## src/rtl/ahb_crypto_slave_if.sv

```systemverilog
// AHB-Lite slave bus bundle for the crypto register block.
// Latency: n/a (wiring only).
// Backpressure: carried by HREADYOUT from slave, HREADY back into slave.
interface ahb_crypto_slave_if #(
  parameter int DATA_W = 64
);
  logic              HSEL;
  logic              HWRITE;
  logic              HREADY;
  logic [31:0]       HADDR;
  logic [1:0]        HTRANS;
  logic [2:0]        HSIZE;
  logic [DATA_W-1:0] HWDATA;
  logic [DATA_W-1:0] HRDATA;
  logic              HREADYOUT;
  logic              HRESP;

  modport master (
    output HSEL, HWRITE, HREADY, HADDR, HTRANS, HSIZE, HWDATA,
    input  HRDATA, HREADYOUT, HRESP
  );

  modport slave (
    input  HSEL, HWRITE, HREADY, HADDR, HTRANS, HSIZE, HWDATA,
    output HRDATA, HREADYOUT, HRESP
  );
endinterface

```

## src/rtl/ahb_crypto_slave.sv

```systemverilog
// AHB-Lite register front end for a crypto engine: CTRL, keys, DATA_IN/OUT, STATUS.
// Latency: zero-wait register access; DATA_OUT read while busy stalls until result or WAIT_MAX.
// Backpressure: HREADYOUT low in WAIT and first error cycle; errors use the two-cycle response.
module ahb_crypto_slave #(
  parameter int DATA_W    = 64,
  parameter int NUM_KEYS  = 3,
  parameter int REG_SHIFT = 10,
  parameter int WAIT_MAX  = 16
) (
  input  logic                       HCLK,
  input  logic                       HRESET,
  ahb_crypto_slave_if.slave          bus,
  output logic                       start,
  output logic                       mode,
  output logic [DATA_W-1:0]          data_in,
  output logic [NUM_KEYS*DATA_W-1:0] keys,
  input  logic                       result_valid,
  input  logic [DATA_W-1:0]          result_data
);

  localparam logic [3:0] R_CTRL  = 4'd0;
  localparam logic [3:0] R_DIN   = 4'(NUM_KEYS + 1);
  localparam logic [3:0] R_DOUT  = 4'(NUM_KEYS + 2);
  localparam logic [3:0] R_STAT  = 4'(NUM_KEYS + 3);
  localparam logic [2:0] SIZE_OK = (DATA_W == 64) ? 3'd3 : 3'd2;
  localparam logic [7:0] CNT_MAX = 8'(WAIT_MAX);

  typedef enum logic [1:0] {ST_IDLE, ST_WAIT, ST_ERR1, ST_ERR2} state_t;

  state_t                         state_q, state_d;
  logic                           aph_vld_q, aph_vld_d;
  logic                           aph_wr_q, aph_wr_d;
  logic [3:0]                     aph_reg_q, aph_reg_d;
  logic [7:0]                     cnt_q, cnt_d;
  logic                           start_q, start_d;
  logic                           mode_q, mode_d;
  logic                           busy_q, busy_d;
  logic                           done_q, done_d;
  logic [DATA_W-1:0]              din_q, din_d;
  logic [DATA_W-1:0]              dout_q, dout_d;
  logic [NUM_KEYS-1:0][DATA_W-1:0] key_q, key_d;

  logic [3:0] a_reg;
  logic       a_acc;
  logic       a_err;
  logic       a_wait;
  logic       dp_wr;
  logic       dp_rd;
  logic       din_wr;
  logic       hready_out;
  logic       hresp_out;
  logic [DATA_W-1:0] hrdata;
  logic       unused_bits;

  assign unused_bits = ^{bus.HADDR[31:REG_SHIFT+4], bus.HADDR[REG_SHIFT-1:0], bus.HTRANS[0]};

  // Address-phase decode; busy_d is used so a DATA_IN write completing this
  // cycle (or a result arriving) is already reflected in the busy check.
  always_comb begin
    a_reg  = bus.HADDR[REG_SHIFT+3:REG_SHIFT];
    a_acc  = bus.HSEL & bus.HREADY & bus.HTRANS[1];
    a_err  = (a_reg > R_STAT) || (bus.HSIZE != SIZE_OK) ||
             (bus.HWRITE && ((a_reg == R_DOUT) || (a_reg == R_STAT))) ||
             (bus.HWRITE && busy_d && (a_reg <= R_DIN));
    a_wait = !bus.HWRITE && (a_reg == R_DOUT) && busy_d;
    dp_wr  = (state_q == ST_IDLE) && aph_vld_q && aph_wr_q;
    dp_rd  = (state_q == ST_IDLE) && aph_vld_q && !aph_wr_q;
    din_wr = dp_wr && (aph_reg_q == R_DIN);
  end

  // Register file next state: data-phase writes, engine handshake, done tracking.
  always_comb begin
    mode_d  = mode_q;
    din_d   = din_q;
    dout_d  = dout_q;
    key_d   = key_q;
    busy_d  = busy_q;
    done_d  = done_q;
    start_d = din_wr;
    if (dp_wr && (aph_reg_q == R_CTRL)) mode_d = bus.HWDATA[0];
    if (din_wr) begin
      din_d  = bus.HWDATA;
      busy_d = 1'b1;
    end
    for (int k = 0; k < NUM_KEYS; k++) begin
      if (dp_wr && (aph_reg_q == 4'(k + 1))) key_d[k] = bus.HWDATA;
    end
    if (result_valid && busy_q) begin
      dout_d = result_data;
      busy_d = 1'b0;
      done_d = 1'b1;
    end
    // A completed DATA_OUT read consumes the result, including one delivered from WAIT.
    if ((dp_rd && (aph_reg_q == R_DOUT)) || ((state_q == ST_WAIT) && result_valid)) done_d = 1'b0;
  end

  // Response FSM and address-phase capture.
  always_comb begin
    state_d    = state_q;
    cnt_d      = cnt_q;
    aph_vld_d  = aph_vld_q;
    aph_wr_d   = aph_wr_q;
    aph_reg_d  = aph_reg_q;
    hready_out = 1'b1;
    hresp_out  = 1'b0;
    if (bus.HREADY) begin
      aph_vld_d = a_acc;
      aph_wr_d  = bus.HWRITE;
      aph_reg_d = a_reg;
    end
    case (state_q)
      ST_WAIT: begin
        hready_out = result_valid;
        cnt_d      = cnt_q + 8'd1;
        if (result_valid)          state_d = ST_IDLE;
        else if (cnt_d == CNT_MAX) state_d = ST_ERR1;
      end
      ST_ERR1: begin
        hready_out = 1'b0;
        hresp_out  = 1'b1;
        state_d    = ST_ERR2;
      end
      ST_ERR2: begin
        hresp_out = 1'b1;
        state_d   = ST_IDLE;
      end
      default: state_d = ST_IDLE;
    endcase
    if (a_acc && (state_d == ST_IDLE)) begin
      if (a_err) begin
        state_d = ST_ERR1;
      end else if (a_wait) begin
        state_d = ST_WAIT;
        cnt_d   = 8'd0;
      end
    end
  end

  // Read data mux: zero-wait register reads, or the engine result releasing a stall.
  always_comb begin
    hrdata = '0;
    if (dp_rd) begin
      if (aph_reg_q == R_CTRL) hrdata = {{(DATA_W-1){1'b0}}, mode_q};
      if (aph_reg_q == R_DIN)  hrdata = din_q;
      if (aph_reg_q == R_DOUT) hrdata = dout_q;
      if (aph_reg_q == R_STAT) hrdata = {{(DATA_W-2){1'b0}}, done_q, busy_q};
      for (int k = 0; k < NUM_KEYS; k++) begin
        if (aph_reg_q == 4'(k + 1)) hrdata = key_q[k];
      end
    end else if ((state_q == ST_WAIT) && result_valid) begin
      hrdata = result_data;
    end
  end

  // State and register flops, all cleared by the asynchronous reset.
  always_ff @(posedge HCLK or negedge HRESET) begin
    if (!HRESET) begin
      state_q   <= ST_IDLE;
      aph_vld_q <= 1'b0;
      aph_wr_q  <= 1'b0;
      aph_reg_q <= '0;
      cnt_q     <= '0;
      start_q   <= 1'b0;
      mode_q    <= 1'b0;
      busy_q    <= 1'b0;
      done_q    <= 1'b0;
      din_q     <= '0;
      dout_q    <= '0;
      key_q     <= '0;
    end else begin
      state_q   <= state_d;
      aph_vld_q <= aph_vld_d;
      aph_wr_q  <= aph_wr_d;
      aph_reg_q <= aph_reg_d;
      cnt_q     <= cnt_d;
      start_q   <= start_d;
      mode_q    <= mode_d;
      busy_q    <= busy_d;
      done_q    <= done_d;
      din_q     <= din_d;
      dout_q    <= dout_d;
      key_q     <= key_d;
    end
  end

  assign bus.HREADYOUT = hready_out;
  assign bus.HRESP     = hresp_out;
  assign bus.HRDATA    = hrdata;
  assign start         = start_q;
  assign mode          = mode_q;
  assign data_in       = din_q;
  assign keys          = key_q;

endmodule

```

## src/flat_wrapper.sv

```systemverilog
// flat-port wrapper written by rule: the top's interface ports become plain ports
module ahb_crypto_slave_flat 
#(
  parameter int DATA_W    = 64,
  parameter int NUM_KEYS  = 3,
  parameter int REG_SHIFT = 10,
  parameter int WAIT_MAX  = 16
)
  (HCLK, HRESET, start, mode, data_in, keys, result_valid, result_data, bus_HSEL, bus_HWRITE, bus_HREADY, bus_HADDR, bus_HTRANS, bus_HSIZE, bus_HWDATA, bus_HRDATA, bus_HREADYOUT, bus_HRESP);
  ahb_crypto_slave_if #(.DATA_W(DATA_W)) bus_i ();
  input  logic HCLK;
  input  logic HRESET;
  output logic start;
  output logic mode;
  output logic [DATA_W-1:0] data_in;
  output logic [NUM_KEYS*DATA_W-1:0] keys;
  input  logic result_valid;
  input  logic [DATA_W-1:0] result_data;
  input wire logic [$bits(bus_i.HSEL)-1:0] bus_HSEL;
  input wire logic [$bits(bus_i.HWRITE)-1:0] bus_HWRITE;
  input wire logic [$bits(bus_i.HREADY)-1:0] bus_HREADY;
  input wire logic [$bits(bus_i.HADDR)-1:0] bus_HADDR;
  input wire logic [$bits(bus_i.HTRANS)-1:0] bus_HTRANS;
  input wire logic [$bits(bus_i.HSIZE)-1:0] bus_HSIZE;
  input wire logic [$bits(bus_i.HWDATA)-1:0] bus_HWDATA;
  output wire logic [$bits(bus_i.HRDATA)-1:0] bus_HRDATA;
  output wire logic [$bits(bus_i.HREADYOUT)-1:0] bus_HREADYOUT;
  output wire logic [$bits(bus_i.HRESP)-1:0] bus_HRESP;
  assign bus_i.HSEL = bus_HSEL;
  assign bus_i.HWRITE = bus_HWRITE;
  assign bus_i.HREADY = bus_HREADY;
  assign bus_i.HADDR = bus_HADDR;
  assign bus_i.HTRANS = bus_HTRANS;
  assign bus_i.HSIZE = bus_HSIZE;
  assign bus_i.HWDATA = bus_HWDATA;
  assign bus_HRDATA = bus_i.HRDATA;
  assign bus_HREADYOUT = bus_i.HREADYOUT;
  assign bus_HRESP = bus_i.HRESP;
  ahb_crypto_slave #(.DATA_W(DATA_W), .NUM_KEYS(NUM_KEYS), .REG_SHIFT(REG_SHIFT), .WAIT_MAX(WAIT_MAX)) u_core (.HCLK(HCLK), .HRESET(HRESET), .bus(bus_i), .start(start), .mode(mode), .data_in(data_in), .keys(keys), .result_valid(result_valid), .result_data(result_data));
endmodule
```

## config.mk

```make
export PLATFORM = sky130hd
export DESIGN_NAME = ahb_crypto_slave_flat
export DESIGN_NICKNAME = d
export VERILOG_FILES = /design/src/rtl/ahb_crypto_slave_if.sv /design/src/rtl/ahb_crypto_slave.sv /design/src/flat_wrapper.sv
export SDC_FILE = /design/constraint.sdc
export NUM_CORES = 1
export LEC_CHECK = 0
export ABC_AREA = 0
export BUFFER_PORTS_ARGS = -buffer_cell sky130_fd_sc_hd__buf_2
export CORE_ASPECT_RATIO = 1.75
export CORE_MARGIN = 5
export CORE_UTILIZATION = 35
export DETAILED_ROUTE_END_ITERATION = 8
export PLACE_DENSITY = 0.68
export SKIP_LAST_GASP = 1
export SYNTH_ARGS = -nofsm -noshare
export SYNTH_HDL_FRONTEND = slang
export SYNTH_SLANG_ARGS = --single-unit
```

## constraint.sdc

```tcl
create_clock -name HCLK -period 3.3 [get_ports HCLK]
set_input_delay 0.495 -clock HCLK [delete_from_list [all_inputs] [get_ports HCLK]]
set_output_delay 0.495 -clock HCLK [all_outputs]
set_load 0.01 [all_outputs]
```

# [Yosys cells after proc, flatten, opt, wreduce, memory -nomap -nowiden]
# Index checks and enable logic that the tools add are counted.
[word_totals] reg_bits=340 wordCells=86
[classes] addsub=1 order_cmp=2 n_eq_ne=13 n_mux=25 bitwise_logic=2 n_reduce_logical=29
[ops] operator="$mux 64" count=8
[ops] operator="$mux 8" count=4
[ops] operator="$eq 4x3->1 const B" count=5
[ops] operator="$logic_and 1x1->1" count=17
[ops] operator="$mux 2" count=5
[ops] operator="$add 8x1->8 const B" count=1
[ops] operator="$eq 4x2->1 const B" count=2
[ops] operator="$eq 8x5->1 const B" count=1
[ops] operator="$mux 1" count=6
[ops] operator="$logic_or 1x1->1" count=5
[ops] operator="$eq 2x2->1 const B" count=2
[ops] operator="$eq 4x1->1 const B" count=1
[ops] operator="$gt 4x3->1 const B" count=1
[ops] operator="$le 4x3->1 const B" count=1
[ops] operator="$logic_not 2->1" count=2
[ops] operator="$logic_not 4->1" count=1
[ops] operator="$pmux 2 s2" count=1
[ops] operator="$ne 3x2->1 const B" count=1
[ops] operator="$and 1x1->1" count=2
[ops] operator="$eq 2x1->1 const B" count=1
[ops] operator="$logic_not 1->1" count=2
[ops] operator="$pmux 1 s2" count=1
[ops] operator="$reduce_bool 2->1" count=1
[ops] operator="$reduce_or 2->1" count=1

# [Logic depth before layout (Yosys ltp)]
[depth] ltp_word=11 depth_mapped=8

# [Worst setup path before layout]
# Ideal clock, no wire load.
[synth_path] path_kind="reg-to-output" start="register u_core.aph_reg_q[1]" end="output port bus_HRDATA[10]" arrival_ns=1.809 setup_slack_ns=0.996 stages_incl_launch_ff=7 cell_sequence="dfrtp_1 -> buf_2 -> buf_1 -> mux2_2 -> a22o_1 -> a222oi_1 -> o21ai_0"
[synth_between] elab_chain_len=8 word_cells_on_any_way=13 classes_between="6 x eq/ne; 7 x mux"
[synth_lines] item="start, declared" line_no="ahb_crypto_slave.sv:33" text="logic [3:0] aph_reg_q, aph_reg_d;"
[synth_lines] item="start signal, assigned" line_no="ahb_crypto_slave.sv:174" text="aph_reg_q <= aph_reg_d;"
[synth_lines] item="$eq 4x3->1" line_no="ahb_crypto_slave.sv:144" text="if (aph_reg_q == R_DIN) hrdata = din_q;"
[synth_lines] item="$mux 64" line_no="ahb_crypto_slave.sv:144"
[synth_lines] item="$mux 64" line_no="ahb_crypto_slave.sv:145" text="if (aph_reg_q == R_DOUT) hrdata = dout_q;"
[synth_lines] item="$mux 64" line_no="ahb_crypto_slave.sv:146" text="if (aph_reg_q == R_STAT) hrdata = {{(DATA_W-2){1'b0}}, done_q, busy_q};"
[synth_lines] item="$mux 64 (2 in a row)" line_no="ahb_crypto_slave.sv:148" text="if (aph_reg_q == 4'(k + 1)) hrdata = key_q[k];"
[synth_lines] item="$mux 64 *" line_no="ahb_crypto_slave.sv:148"
[synth_lines] item="$mux 64 *" line_no="ahb_crypto_slave.sv:142" text="if (dp_rd) begin"
[synth_lines] item="end, declared" line_no="flat_wrapper.sv:26" text="output wire logic [$bits(bus_i.HRDATA)-1:0] bus_HRDATA;"
# Every way passes the cells marked *; elsewhere a longest branch is shown, timed or not.

# [Worst setup path after layout]
[layout_path] start="register u_core.aph_reg_q[1]" end="output port bus_HRDATA[43]"
# The elaborated chain is that of the path after synthesis.

==> flow_summary.json <==
{
  "synth_compound_area_share_pct": 10.7,
  "drc_errors": 0,
  "start_kind": "flip-flop",
  "top_layer": "met5",
  "final_common_cell": "buf_2",
  "p_seq_share_pct": 44.5,
  "hpwl_mm": 39.5,
  "ios": 495,
  "final_antenna_net_count": 0,
  "dr_wl_met2_mm": 29.0,
  "yosys.cell_types.count": 46,
  "viasPerCell": 5.69,
  "synth_edf_count": 0,
  "combPwrFrac_pct": 24.0,
  "tritoncts": "built",
  "synth_fa_ha_area_share_pct": 0.537,
  "drt_pass1_iterations": 7,
  "clock_sinks": 340,
  "crit_fanout": 31,
  "die_w_um": 171,
  "track_usage_pct": 22.0,
  "cts_buffer_depth": 3,
  "final_cell_area_sq_um": 20200,
  "num_vias": 12800,
  "netlist_instances": 1184,
  "clock-root-buffer": "clkbuf_16",
  "grt_pass1_vias": 13700,
  "nNetsFinal": 1814,
  "rows": 103,
  "switching_share_pct": 30.9,
  "route.met3.wl_mm": 4.27,
  "finalSetupViolCount": 0,
  "avgSynthCellArea_sq_um": 13.4,
  "slowest_delay_ns": 0.58,
  "coreArea_sq_um": 45000,
  "synth_xor_xnor_area_share_pct": 0.553,
  "wire_per_inst_um": 25.4,
  "grt_pass1_wl_mm": 84.9,
  "m1WireLength_mm": 20.4,
  "multiInputGateArea_sq_um": 6900,
  "cts_inserted_buffers": 35,
  "synth_nets": 1361,
  "crit_path_cell_trace": "buf_12, mux2_2, a22o_1, a222oi_1, o21ai_0, buf_2",
  "die_area_sq_um": 49800,
  "max-vdd-ir-drop_mv": 0.424,
  "fin_skew_ns": 0.0201,
  "power_leakage_nw": 10.2,
  "async_flop_share_pct": 100,
  "yosysTopAreaCellShare_pct": 53.7,
  "die_h_um": 291,
  "fmaxAchievable_mhz": 315,
  "synth_area_leaders": "dfrtp_1, mux2_2, a222oi_1",
  "insertion_delay_ns": 0.54,
  "mostFrequentLayoutCells": "buf_2, mux2_2, dfrtp_1",
  "grt_overflow": 0,
  "power.density_nw_per_um2": 648,
  "intPower_mw": 9.06,
  "antenna_found_initial": 11,
  "crit_arrival_ns": 2.68,
  "synth_top_family_by_area": "multiplexers",
  "path_delay_family": "compound AO/OA/AOI/OAI gates",
  "synth_ff_type": "dfrtp_1",
  "p_clk_share_pct": 31.4,
  "hold_path_class": "input pin to flip-flop",
  "r2r_slack_ns": 0.76,
  "slew_viol_final": 0,
  "clkTransAtPathRegs_ns": 0.07,
  "worst_pin_slew_ns": 0.740,
  "rsz0062_at_grt": "true",
  "end_kind": "output pin",
  "grt_max_degree": 89,
  "layout_min_cycle_time_ns": 3.17,
  "routed_wl_mm": 57.0,
  "path_class": "flip-flop to output pin",
  "cts_max_level": 2,
  "ff_latch_area_sq_um": 8520,
  "fill_cells": 4176,
  "period_share_pct": 96.1,
  "cp.required_ns": 2.80,
  "critPathBufInv": 2,
  "placed_area_sq_um": 19000,
  "status": "finished clean",
  "ys_seq_elements": 340,
  "portBuffers": 465,
  "crit_slowest_cell": "dfrtp_4",
  "synth_seq_area_share_pct": 53.7,
  "place_congestion": 0.869,
  "synth_mux_area_share_pct": 27.7,
  "netlist_area_sq_um": 15800,
  "ys_warn_count": 0,
  "synthDominantAreaCellType": "dfrtp_1",
  "p_sw_mw": 4.05,
  "start_util_pct": 35.2,
  "drive_above_1_share_pct": 58.3,
  "slew_headroom_pct": 50.7,
  "p_total_mw": 13.1,
  "maxCapViolCount": 0,
  "area_delta_synth_final_pct": 27.7,
  "hold_viol_final": 0,
  "synthSimpleGateAreaFrac_pct": 3.63,
  "drtIter0Drc": 1046
}
[state kept, by name (all words and copies together) (netlist names)]
name and cells:
u_core.keys 192, u_core.cnt_q 8, u_core.state_q 2, u_core.data_in 64, u_core.busy_q 1, u_core.aph_reg_q 4, u_core.dout_q 64, u_core.start 1
u_core.done_q 1, u_core.aph_wr_q 1, u_core.mode 1, u_core.aph_vld_q 1
[synth_stat cells, types with 2 or more instances]
| library cell | number |
|---|---|
| a21oi_1 | 4 |
| a221oi_1 | 2 |
| a222oi_1 | 63 |
| a22o_1 | 63 |
| a31oi_1 | 3 |
| and3_1 | 2 |
| buf_1 | 15 |
| buf_2 | 29 |
| buf_4 | 12 |
| buf_6 | 7 |
| clkbuf_1 | 30 |
| dfrtp_1 | 340 |
| ha_1 | 6 |
| inv_1 | 5 |
| mux2_1 | 3 |
| mux2_2 | 385 |
| mux2i_1 | 2 |
| nand2_1 | 71 |
| nand2b_1 | 4 |
| nand3_1 | 7 |
| nand4_1 | 4 |
| nor2_1 | 21 |
| nor2b_1 | 3 |
| nor3_1 | 3 |
| nor3b_1 | 2 |
| o21ai_0 | 67 |
| o31ai_1 | 2 |
| or2_2 | 3 |
| xnor2_1 | 5 |
| xor2_1 | 5 |
[layout make-up]
class	count	share of cell area [%]
antenna	9	0.111
clock buffer	48	4.97
clock inverter	13	0.792
inverter	5	0.0928
multi-input combinational	746	34.1
sequential	340	42.1
tap	577	3.57
timing repair buffer	509	14.3
[kinds of logic after synthesis]
logic type,count (synthesis)
adder cells (fa/ha/maj),7
AO/OA/AOI/OAI,212
XOR/XNOR,10
flip-flops,340
multiplexers,390
buffers and inverters,98
AND/OR/NAND/NOR,127
[power by group through the flow]
stage	Clock, mW	Combinational, mW	Sequential [mW]
floorplan	0	1.50	5.98
global placement	0	3.08	5.84
detailed placement	0	3.16	5.90
CTS	4.22	3.17	5.83
global route	4.36	3.38	5.95
finish	4.12	3.15	5.84
[per-layer routing]
layer,global-route usage (%),up-vias
met2,38.7,672
met3,4.36,198
met1,24.6,6532
li1,-,5381
met4,11.9,2
met5,0,-
[final timing paths]
check                                           endpoint                             from  cells past startpoint
max                                       bus_HRDATA[43]  u_core.aph_reg_q[1]$_DFFE_PN0P_                      6
min                         u_core.dout_q[0]$_DFFE_PN0P_                   result_data[0]                      2
max reg2reg                  u_core.keys[94]$_DFFE_PN0P_      u_core.state_q[0]$_DFF_PN0_                      7
min reg2reg                u_core.dout_q[10]$_DFFE_PN0P_    u_core.dout_q[10]$_DFFE_PN0P_                      1
max in group asynchronous   u_core.keys[155]$_DFFE_PN0P_                           HRESET                      3
min in group asynchronous    u_core.keys[58]$_DFFE_PN0P_                           HRESET                      2
[stage by stage]
stage / TNS (ns) / std cells / utilization, % / setup WS [ns] / hold slack [ns]
4_1_cts: 0 / 2236 / 44.9 / 0.0185 / 0.166
2_1_floorplan: 0 / 1184 / - / 0.996 / 0.199
3_3_place_gp: 0 / 2174 / 42.3 / 0.605 / 0.483
6_report: 0 / 2247 / 45.0 / 0.129 / 0.206
5_1_grt: -0.00730 / 2246 / 45.0 / -0.00730 / 0.197
3_5_place_dp: 0 / 2174 / 42.3 / 0.586 / 0.494
[timing repair]
item	4_1_cts	5_1_grt
endpoints found under the setup margin	0	6
hold buffers	1	0
setup buffers	0	2
gates resized for setup	0	2
hold endpoints to repair	3	0
Power figures use the tool's default switching activity.
